File: src/rtl/uart_rx.sv
// UART receive framer: start-edge detect, mid-bit sampling, LSB-first shift,
// stop-bit check, and a one-entry holding register drained by valid/ack.
//
// state    | meaning
// ---------+-----------------------------------------------------------
// ST_IDLE  | line idle, waiting for rx_serial low
// ST_START | counting to mid start bit, re-checking the line
// ST_DATA  | sampling data bits at their mid-points
// ST_STOP  | sampling the stop bit, handing off or flagging an error
// ST_BREAK | stop bit was low; waiting for the line to return high
module uart_rx #(
  parameter int CLKS_PER_BIT = 434,
  parameter int DATA_BITS    = 8
) (
  input  logic                 clock,
  input  logic                 reset,
  input  logic                 rx_serial,
  input  logic                 data_ack,
  output logic [DATA_BITS-1:0] data_out,
  output logic                 data_valid,
  output logic                 framing_err,
  output logic                 overrun,
  output logic                 busy
);

  localparam int CW   = $clog2(CLKS_PER_BIT);
  localparam int BW   = $clog2(DATA_BITS + 1);
  localparam int HALF = CLKS_PER_BIT / 2;

  localparam logic [CW-1:0] HALF_LAST = CW'(HALF - 1);
  localparam logic [CW-1:0] BIT_LAST  = CW'(CLKS_PER_BIT - 1);
  localparam logic [BW-1:0] IDX_LAST  = BW'(DATA_BITS - 1);

  typedef enum logic [2:0] {
    ST_IDLE,
    ST_START,
    ST_DATA,
    ST_STOP,
    ST_BREAK
  } state_t;

  state_t               state;
  logic [CW-1:0]        cycle_cnt;
  logic [BW-1:0]        bit_idx;
  logic [DATA_BITS-1:0] shift_reg;

  always_ff @(posedge clock) begin
    if (reset) begin
      state       <= ST_IDLE;
      cycle_cnt   <= '0;
      bit_idx     <= '0;
      shift_reg   <= '0;
      data_out    <= '0;
      data_valid  <= 1'b0;
      framing_err <= 1'b0;
      overrun     <= 1'b0;
      busy        <= 1'b0;
    end else begin
      framing_err <= 1'b0;

      // consumer drain; a drop flagged later in this block overrides the clear
      if (data_valid && data_ack) begin
        data_valid <= 1'b0;
        overrun    <= 1'b0;
      end

      case (state)
        ST_IDLE: begin
          if (!rx_serial) begin
            state     <= ST_START;
            cycle_cnt <= '0;
            busy      <= 1'b1;
          end
        end

        ST_START: begin
          if (cycle_cnt == HALF_LAST) begin
            cycle_cnt <= '0;
            if (!rx_serial) begin
              state   <= ST_DATA;
              bit_idx <= '0;
            end else begin
              state <= ST_IDLE;
              busy  <= 1'b0;
            end
          end else begin
            cycle_cnt <= cycle_cnt + CW'(1);
          end
        end

        ST_DATA: begin
          if (cycle_cnt == BIT_LAST) begin
            cycle_cnt <= '0;
            shift_reg <= (shift_reg >> 1) | (DATA_BITS'(rx_serial) << (DATA_BITS - 1));
            if (bit_idx == IDX_LAST) begin
              state <= ST_STOP;
            end else begin
              bit_idx <= bit_idx + BW'(1);
            end
          end else begin
            cycle_cnt <= cycle_cnt + CW'(1);
          end
        end

        ST_STOP: begin
          if (cycle_cnt == BIT_LAST) begin
            cycle_cnt <= '0;
            if (rx_serial) begin
              state <= ST_IDLE;
              busy  <= 1'b0;
              if (!data_valid || data_ack) begin
                data_out   <= shift_reg;
                data_valid <= 1'b1;
              end else begin
                overrun <= 1'b1;
              end
            end else begin
              framing_err <= 1'b1;
              state       <= ST_BREAK;
            end
          end else begin
            cycle_cnt <= cycle_cnt + CW'(1);
          end
        end

        ST_BREAK: begin
          if (rx_serial) begin
            state <= ST_IDLE;
            busy  <= 1'b0;
          end
        end

        default: begin
          state <= ST_IDLE;
          busy  <= 1'b0;
        end
      endcase
    end
  end

endmodule

File: config.mk
export PLATFORM = sky130hd
export DESIGN_NAME = uart_rx
export DESIGN_NICKNAME = d
export VERILOG_FILES = /design/src/rtl/uart_rx.sv
export SDC_FILE = /design/constraint.sdc
export NUM_CORES = 1
export LEC_CHECK = 0
export BUFFER_PORTS_ARGS = -buffer_cell sky130_fd_sc_hd__buf_2
export CAP_MARGIN = 20
export CORE_UTILIZATION = 50
export CTS_BUF_LIST = sky130_fd_sc_hd__clkbuf_4
export DETAILED_ROUTE_END_ITERATION = 12
export PLACE_DENSITY_LB_ADDON = 0.12
export SLEW_MARGIN = 20
export SYNTH_ARGS = -nofsm -noshare
export SYNTH_HDL_FRONTEND = slang
export SYNTH_SLANG_ARGS = --single-unit
File: constraint.sdc
create_clock -name clock -period 1.92 [get_ports clock]
set_clock_uncertainty 0.1 [all_clocks]
set_input_delay 0.384 -clock clock [delete_from_list [all_inputs] [get_ports clock]]
set_output_delay 0.384 -clock clock [all_outputs]
set_load 0.05 [all_outputs]
==> results.toml, run 1 <==
[placed_design]
port_buffers = 15
place_inst = 274
gp_congestion = 0.887
place_hpwl_microns = 3080
dp_slack_ps = -107

[final_layout]
drive_above_1_share_pct = 32.9
syn_to_final_growth_pct = 28.2
fillers = 292
n_antenna_cell = 0
largest_reg_flops = 9
nets = 247
final_cells = 286

[timing]
max_freq_ghz = 0.516
hold_viol_final = 0
finalSetupViolations = 2
fin_crit_ps = 1940
finalCritPeriodShare_pct = 101
worst_pin_slew_ps = 498
fin_tns_setup_ps = -28.3
max_slew_margin_pct = 66.7
timing.hold.ws_ps = 127
worst_slack_ps = -19.8
final-max-slew-violation-count = 0
rsz0062_at_grt = "true"

[power_and_ir_drop]
power_density_nw_per_um2 = 1010
pwr-share-clk_pct = 23.2
p_switching_mw = 0.848
p_leak_nw = 0.876
switching_share_pct = 36.4
peakVddDrop_v = 0.000782
seq_power_share_pct = 36.7
power.internal_mw = 1.48
p_comb_share_pct = 40.2

[yosys]
yosys-top-cells-count = "36 x dfxtp_1, 22 x nor2_1, 17 x mux2i_1, 14 x a21oi_1, 14 x nand2_1"
ys.flop_type = "dfxtp_1"
seq_area_frac_synth_pct = 40.0
ys_ff_latch = 36
syn_area_per_cell_sq_um = 8.84
syn_inst = 204
synthTopCellsByArea = "dfxtp_1 40%, mux2i_1 9.4%, nor2_1 4.6%, a21oi_1 3.9%, nand2_1 2.9%"
synth.top_cell.area_share_pct = 40.0
syn_area_sq_um = 1800
synth_edf_count = 0
async_reset_ff_share_pct = 0
synth_cell_types = 44
yosysTopAreaCell = "dfxtp_1"
ys_warn_count = 0
yosysMostFrequentCell = "dfxtp_1"
synth_nets = 212

[run_status]
violations = "negative setup slack"
status = "finished, violations left"

[clock_network]
clock_path_buffers = 2
cts-root-buf = "clkbuf_4"
cts_max_level = 2
cts.sinks = 36
path_clk_slew_ps = 120
cts_tree = "built"
ctsHoldBuffers = 0
cts_made_buffers = 5
clk_latency_ps = 360

[die]
num_io_pins = 16
row_count = 21
fp.dieH_microns = 62.1
start_util_pct = 53.2
dieArea_sq_um = 3850
core_area_sq_um = 3390
die_width_microns = 62.1

[route]
drt_iter0_markers = 113
antenna_left = 0
routedWlPerCell_microns = 15.7
routed_wl_microns = 4490
firstDrtPassIters = 4
drc = 0
drt-vias-per-instance = 5.87
vias = 1679

[grt]
grt_pass1_vias = 1603
grt_usage_pct = 26.1
grt_overflow_total = 0
grt_pass1_wl_microns = 7200
antenna_found_initial = 0
grt_max_degree = 37

[setup_path]
cp.required_ps = 2100
arrival_ps = 2120
criticalPathCategory = "flip-flop to flip-flop"
crit_path_end_kind = "flip-flop"
cp-start-kind = "flip-flop"
crit_path_max_fanout = 8

[hold_path]
hold_class = "input port to flip-flop"

[flow_run]
cap_violations = 0
==> layer usage <==
layer  global-route usage, %  wire, microns  vias to the layer above
met2                    43.3           2210                       47
met4                    9.84            103                        0
met1                    32.0           1980                      792
met5                       0              0                        -
met3                    7.25            193                       11
li1                        -              -                      829
==> area by class of cell <==
type                       count  area [sq um]  share of cell area, %
clock inverter                 3          42.5                   1.84
clock buffer                   5          37.5                   1.62
timing repair buffer          42           319                   13.8
sequential                    36           736                   31.8
multi-input combinational    151          1110                   47.9
inverter                       3          11.3                  0.487
tap                           46          57.6                   2.49
==> cell usage in the layout, fill, tap and decap left out, types with 5 or more instances in the layout <==
master	n
buf_4	23
dfxtp_1	28
nor2b_1	6
mux2i_1	17
o22ai_1	7
dfxtp_2	6
nand2_1	14
nor3_1	5
nor2_1	22
a21oi_1	13
buf_2	15
clkbuf_4	5
==> through the flow <==
step	total power [mW]	util, %	cell area [sq um]
after floorplan	1.40	-	1840
final	2.33	68.2	2310
after global routing	2.45	68.2	2310
after global placement	1.63	61.9	2100
after detailed placement	1.65	61.9	2100
after CTS	2.23	65.5	2220
==> logic make-up (layout without fill, tap and decap cells) <==
group	after synthesis	in the layout	share of synthesized area, %
multiplexers	18	18	10.1
AND/OR/NAND/NOR	80	80	25.2
buffers and inverters	17	53	3.61
XOR/XNOR	1	1	0.486
adder cells (fa/ha/maj)	4	4	2.78
AO/OA/AOI/OAI	48	48	17.9
flip-flops	36	36	40.0
==> power groups by stage <==
stage               Clock (mW)  Sequential (mW)  Combinational (mW)
global placement             0            0.857               0.769
finish                   0.540            0.854               0.936
floorplan                    0            0.866               0.538
CTS                      0.549            0.854               0.825
global route             0.588            0.860                1.00
detailed placement           0            0.861               0.788
==> path summary, 6_finish.rpt <==
kind | startpoint | end | slack [ps] | depth (start not counted)
setup / recovery | cycle_cnt[0]$_SDFFE_PP0P_ | state[2]$_SDFFE_PP0P_ | -20 | 6
hold / removal | data_ack | overrun$_SDFF_PP0_ | 130 | 2
setup reg to reg | cycle_cnt[0]$_SDFFE_PP0P_ | state[2]$_SDFFE_PP0P_ | -20 | 6
hold reg to reg | busy$_SDFFE_PP0P_ | busy$_SDFFE_PP0P_ | 390 | 2
==> timing repair <==
action                                  CTS  global route
hold endpoints to repair                  0             0
pin swaps                                 5             7
gates resized for setup                  11            15
endpoints found under the setup margin   24            33
setup buffers                             0             4
==> critical path: stages (launching register included) <==
cell and delay, ps:
dfxtp_2 340, inv_1 70, ha_1 150, nor4b_4 270
a311oi_4 200, or4_1 570, a21oi_1 170
No activity file was read; power rests on OpenSTA's default activity.
==> run 2, diff against run 1 <==
==> constraint.sdc (replaced) <==
create_clock -name clock -period 1.6 [get_ports clock]
set_clock_uncertainty 0.1 [all_clocks]
set_input_delay 0.32 -clock clock [delete_from_list [all_inputs] [get_ports clock]]
set_output_delay 0.32 -clock clock [all_outputs]
set_load 0.05 [all_outputs]
==> run 2 against run 1 <==
The flow still finishes with violations (negative setup slack). Global-route usage fell by 0.26 points. Sequential share of layout area is 4.0 points lower. Hold slack worse by 78 ps. Largest cell class unchanged. Die area unchanged. Final cell count grew 8.7%. Clock-buffer cell count unchanged. Power up 35%. First-iteration DRC count increased by 120%. Highest routed layer unchanged. Clock power fell by 8.7%. Design area is 15% higher. Via count is 8.6% higher.
==> results.toml, run 2 (same netlist as run 1, synthesis figures left out) <==
[timing]
worst_slack_ps = -255
hold_viol_final = 0
finalCritPeriodShare_pct = 116
max_slew_margin_pct = 72.7
finalSetupViolations = 35
rsz0062_at_grt = "true"
worst_pin_slew_ps = 410
max_freq_ghz = 0.539
final-max-slew-violation-count = 0
fin_crit_ps = 1850

[die]
start_util_pct = 53.2
row_count = 21
dieArea_sq_um = 3850
fp.dieH_microns = 62.1
core_area_sq_um = 3390
num_io_pins = 16
die_width_microns = 62.1

[grt]
grt_pass1_wl_microns = 7200
grt_usage_pct = 25.8
antenna_found_initial = 0
grt_pass1_vias = 1667
grt_overflow_total = 0
grt_max_degree = 20

[clock_network]
cts_max_level = 2
clock_path_buffers = 2
cts_tree = "built"
ctsHoldBuffers = 0
path_clk_slew_ps = 110
clk_latency_ps = 360
cts_made_buffers = 5
cts-root-buf = "clkbuf_4"
cts.sinks = 36

[setup_path]
cp.required_ps = 1760
crit_path_end_kind = "flip-flop"
r2r_slack_ps = -250
cp-start-kind = "flip-flop"
arrival_ps = 2010
crit_path_max_fanout = 9
criticalPathCategory = "flip-flop to flip-flop"

[final_layout]
nets = 272
largest_reg_flops = 9
mostFrequentLayoutCells = "39 x buf_4, 27 x dfxtp_1, 22 x nor2_1"
n_antenna_cell = 0
drive_above_1_share_pct = 47.9
final_common_cell = "buf_4"
final_cells = 311
design_area_sq_um = 2660
syn_to_final_growth_pct = 47.3

[route]
antenna_left = 0
firstDrtPassIters = 4
vias = 1823
dr_wl_met2_microns = 2560
top_layer = "met4"
wl_met1_microns = 2150
routed_wl_microns = 5070
wl_met3_microns = 221
drt-vias-per-instance = 5.86
drc = 0
drt_iter0_markers = 247
routedWlPerCell_microns = 16.3

[placed_design]
port_buffers = 15
gp_congestion = 0.881
placed_area_sq_um = 2270
place_inst = 292
place_hpwl_microns = 3200

[run_status]
violations = "negative setup slack"
status = "finished, violations left"

[flow_run]
cap_violations = 0

[power_and_ir_drop]
p_leak_nw = 1.10
power_density_nw_per_um2 = 1180
peakVddDrop_v = 0.000497

[hold_path]
hold_class = "input port to flip-flop"
[run 2: changes by cell type in the layout (fill, tap and decap cells not counted), sizes merged]
cell,change
buf,+24
clkinv,+2
bufinv,-1
clkinvlp,-1
or3b,+1
[run 2: area by class of cell]
class / instances / area, sq um
clock buffer: 5 / 37.5
clock inverter: 3 / 18.8
fill: 204 / 734
inverter: 3 / 11.3
multi-input combinational: 152 / 1260
sequential: 36 / 739
tap: 46 / 57.6
timing repair buffer: 66 / 533
[run 2: timing repair]
action / 4_1_cts / 5_1_grt
pin swaps: 6 / 17
endpoints found under the hold margin: 0 / 0
gates resized for setup: 19 / 36
buffers inserted: 1 / 10
endpoints found under the setup margin: 35 / 36
cloned: 1 / 0
[run 2: metal layers]
layer | vias up | global-route usage (%)
li1 | 877 | -
met1 | 881 | 31.4
met2 | 52 | 42.9
met3 | 13 | 6.63
met4 | 0 | 11.4
met5 | - | 0
[run 2: power by group]
part / internal (mW) / switching (mW)
clock network: 0.168 / 0.325
registers: 0.971 / 0.0800
logic: 0.775 / 0.827
total: 1.91 / 1.23
[run 2: final timing paths]
| check | depth (start not counted) | endpoint | startpoint |
|---|---|---|---|
| hold / removal | 2 | overrun$_SDFF_PP0_ | data_ack |
| setup / recovery | 4 | bit_idx[2]$_SDFFE_PP0P_ | state[0]$_SDFFE_PP0P_ |
| setup reg to reg | 4 | bit_idx[2]$_SDFFE_PP0P_ | state[0]$_SDFFE_PP0P_ |
| hold reg to reg | 2 | busy$_SDFFE_PP0P_ | busy$_SDFFE_PP0P_ |
[run 2: stage by stage]
step	power (mW)	setup slack [ps]	hold WS, ps	TNS, ps	utilization [%]
detailed placement	2.11	-282	360	-7710	67.0
global route	3.31	-324	43.4	-9410	78.3
CTS	2.74	-245	39.5	-6160	71.4
finish	3.15	-255	48.9	-6740	78.3
global placement	2.08	-238	351	-6570	67.0
floorplan	1.77	-347	317	-7280	-
[run 2: critical path: stages, from the launching register on]
cell	delay [ps]
dfxtp_4	400
or3b_2	560
a21oi_2	320
nor3_2	70
a311o_1	310
==> run 3, diff against run 2 <==
--- a/config.mk
+++ b/config.mk
@@ -11,6 +11,7 @@
 export CTS_BUF_LIST = sky130_fd_sc_hd__clkbuf_4
 export DETAILED_ROUTE_END_ITERATION = 12
 export PLACE_DENSITY_LB_ADDON = 0.12
+export RECOVER_POWER = 100
 export SLEW_MARGIN = 20
 export SYNTH_ARGS = -nofsm -noshare
 export SYNTH_HDL_FRONTEND = slang
==> run 3 against run 2 <==
The run still ends with negative setup slack left. Critical path type unchanged. Power is essentially flat. Non-clock buffer count is the same. Design area is the same. Core utilization is the same.
==> results.toml, run 3 (same netlist as run 1, synthesis figures left out) <==
[run_status]
status = "finished, violations left"
violations = "negative setup slack"

[grt]
grt_pass1_vias = 1667
grt_max_degree = 20
grt_usage_pct = 25.8
grt_pass1_wl_microns = 7200
antenna_found_initial = 0
grt_overflow_total = 0

[timing]
final-max-slew-violation-count = 0
fin_tns_setup_ps = -6740
worst_pin_slew_ps = 420
rsz0062_at_grt = "true"
fin_crit_ps = 1840
timing.hold.ws_ps = 47.8
worst_slack_ps = -243
max_freq_ghz = 0.543
max_slew_margin_pct = 72.0
hold_viol_final = 0
finalCritPeriodShare_pct = 115
finalSetupViolations = 35

[power_and_ir_drop]
power_density_nw_per_um2 = 1190
p_leak_nw = 1.09
finalPower_mw = 3.15
peakVddDrop_v = 0.000497

[final_layout]
final_cells = 311
fin_util_pct = 78.3
final_common_cell = "buf_4"
n_antenna_cell = 0
design_area_sq_um = 2660
drive_above_1_share_pct = 47.9
syn_to_final_growth_pct = 47.3
nets = 272
mostFrequentLayoutCells = "39 x buf_4, 27 x dfxtp_1, 22 x nor2_1"
largest_reg_flops = 9

[route]
drt-vias-per-instance = 5.88
routed_wl_microns = 5070
vias = 1828
drt_iter0_markers = 239
routedWlPerCell_microns = 16.3
drc = 0
antenna_left = 0
firstDrtPassIters = 4

[placed_design]
place_inst = 292
placed_area_sq_um = 2270
place_hpwl_microns = 3200
gp_congestion = 0.881
dp_slack_ps = -282
port_buffers = 15

[flow_run]
cap_violations = 0

[clock_network]
cts-root-buf = "clkbuf_4"
clk_latency_ps = 360
cts_max_level = 2
cts.sinks = 36
cts_made_buffers = 5
path_clk_slew_ps = 120
cts_tree = "built"
clock_path_buffers = 2

[setup_path]
criticalPathCategory = "flip-flop to flip-flop"
arrival_ps = 2000
cp.required_ps = 1760
crit_path_max_fanout = 8
cp-start-kind = "flip-flop"
crit_path_end_kind = "flip-flop"

[hold_path]
hold_class = "input port to flip-flop"

[die]
start_util_pct = 53.2
row_count = 21
core_area_sq_um = 3390
fp.dieH_microns = 62.1
num_io_pins = 16
dieArea_sq_um = 3850
die_width_microns = 62.1
-- run 3: worst max-delay path, stage by stage (launching register included) --
cell,delay (ps)
dfxtp_2,350
or4b_4,540
buf_6,150
nor4_4,180
buf_12,170
mux2i_1,190
nor2_1,60
-- run 3: repair_timing --
action / CTS / global route
gates resized for setup: 19 / 36
hold buffers: 0 / 0
pin swaps: 6 / 17
gates cloned: 1 / 0
setup buffers: 1 / 10
setup endpoints to repair: 35 / 36
-- run 3: final cells by class --
class | instances | area [sq um]
clock buffers | 5 | 37.5
clock inverters | 3 | 18.8
fillers | 204 | 734
inverters | 3 | 11.3
multi-input cells | 152 | 1260
flip-flops and latches | 36 | 739
well taps | 46 | 57.6
repair buffers | 66 | 533
-- run 3: power breakdown --
| group | leakage (nW) | switching, mW | total [mW] | internal, mW |
|---|---|---|---|---|
| clock network | 0.0349 | 0.325 | 0.494 | 0.168 |
| logic | 0.759 | 0.829 | 1.60 | 0.775 |
| registers | 0.296 | 0.0790 | 1.05 | 0.971 |
| total | 1.09 | 1.23 | 3.15 | 1.91 |
-- run 3: final timing paths --
path / slack (ps) / start / to / depth (start not counted)
worst max register to register: -240 / cycle_cnt[6]$_SDFFE_PP0P_ / data_out[7]$_SDFFE_PP0P_ / 6
worst min-delay path: 50 / data_ack / overrun$_SDFF_PP0_ / 2
worst max-delay path: -240 / cycle_cnt[6]$_SDFFE_PP0P_ / data_out[7]$_SDFFE_PP0P_ / 6
worst min register to register: 370 / busy$_SDFFE_PP0P_ / busy$_SDFFE_PP0P_ / 2
-- run 3: routing by layer --
| metal | routed length [microns] | share of wire, % | GRT usage, % |
|---|---|---|---|
| met5 | 0 | 0 | 0 |
| met4 | 147 | 2.9 | 11.4 |
| met3 | 224 | 4.4 | 6.63 |
| met2 | 2570 | 51 | 42.9 |
| met1 | 2130 | 42 | 31.4 |
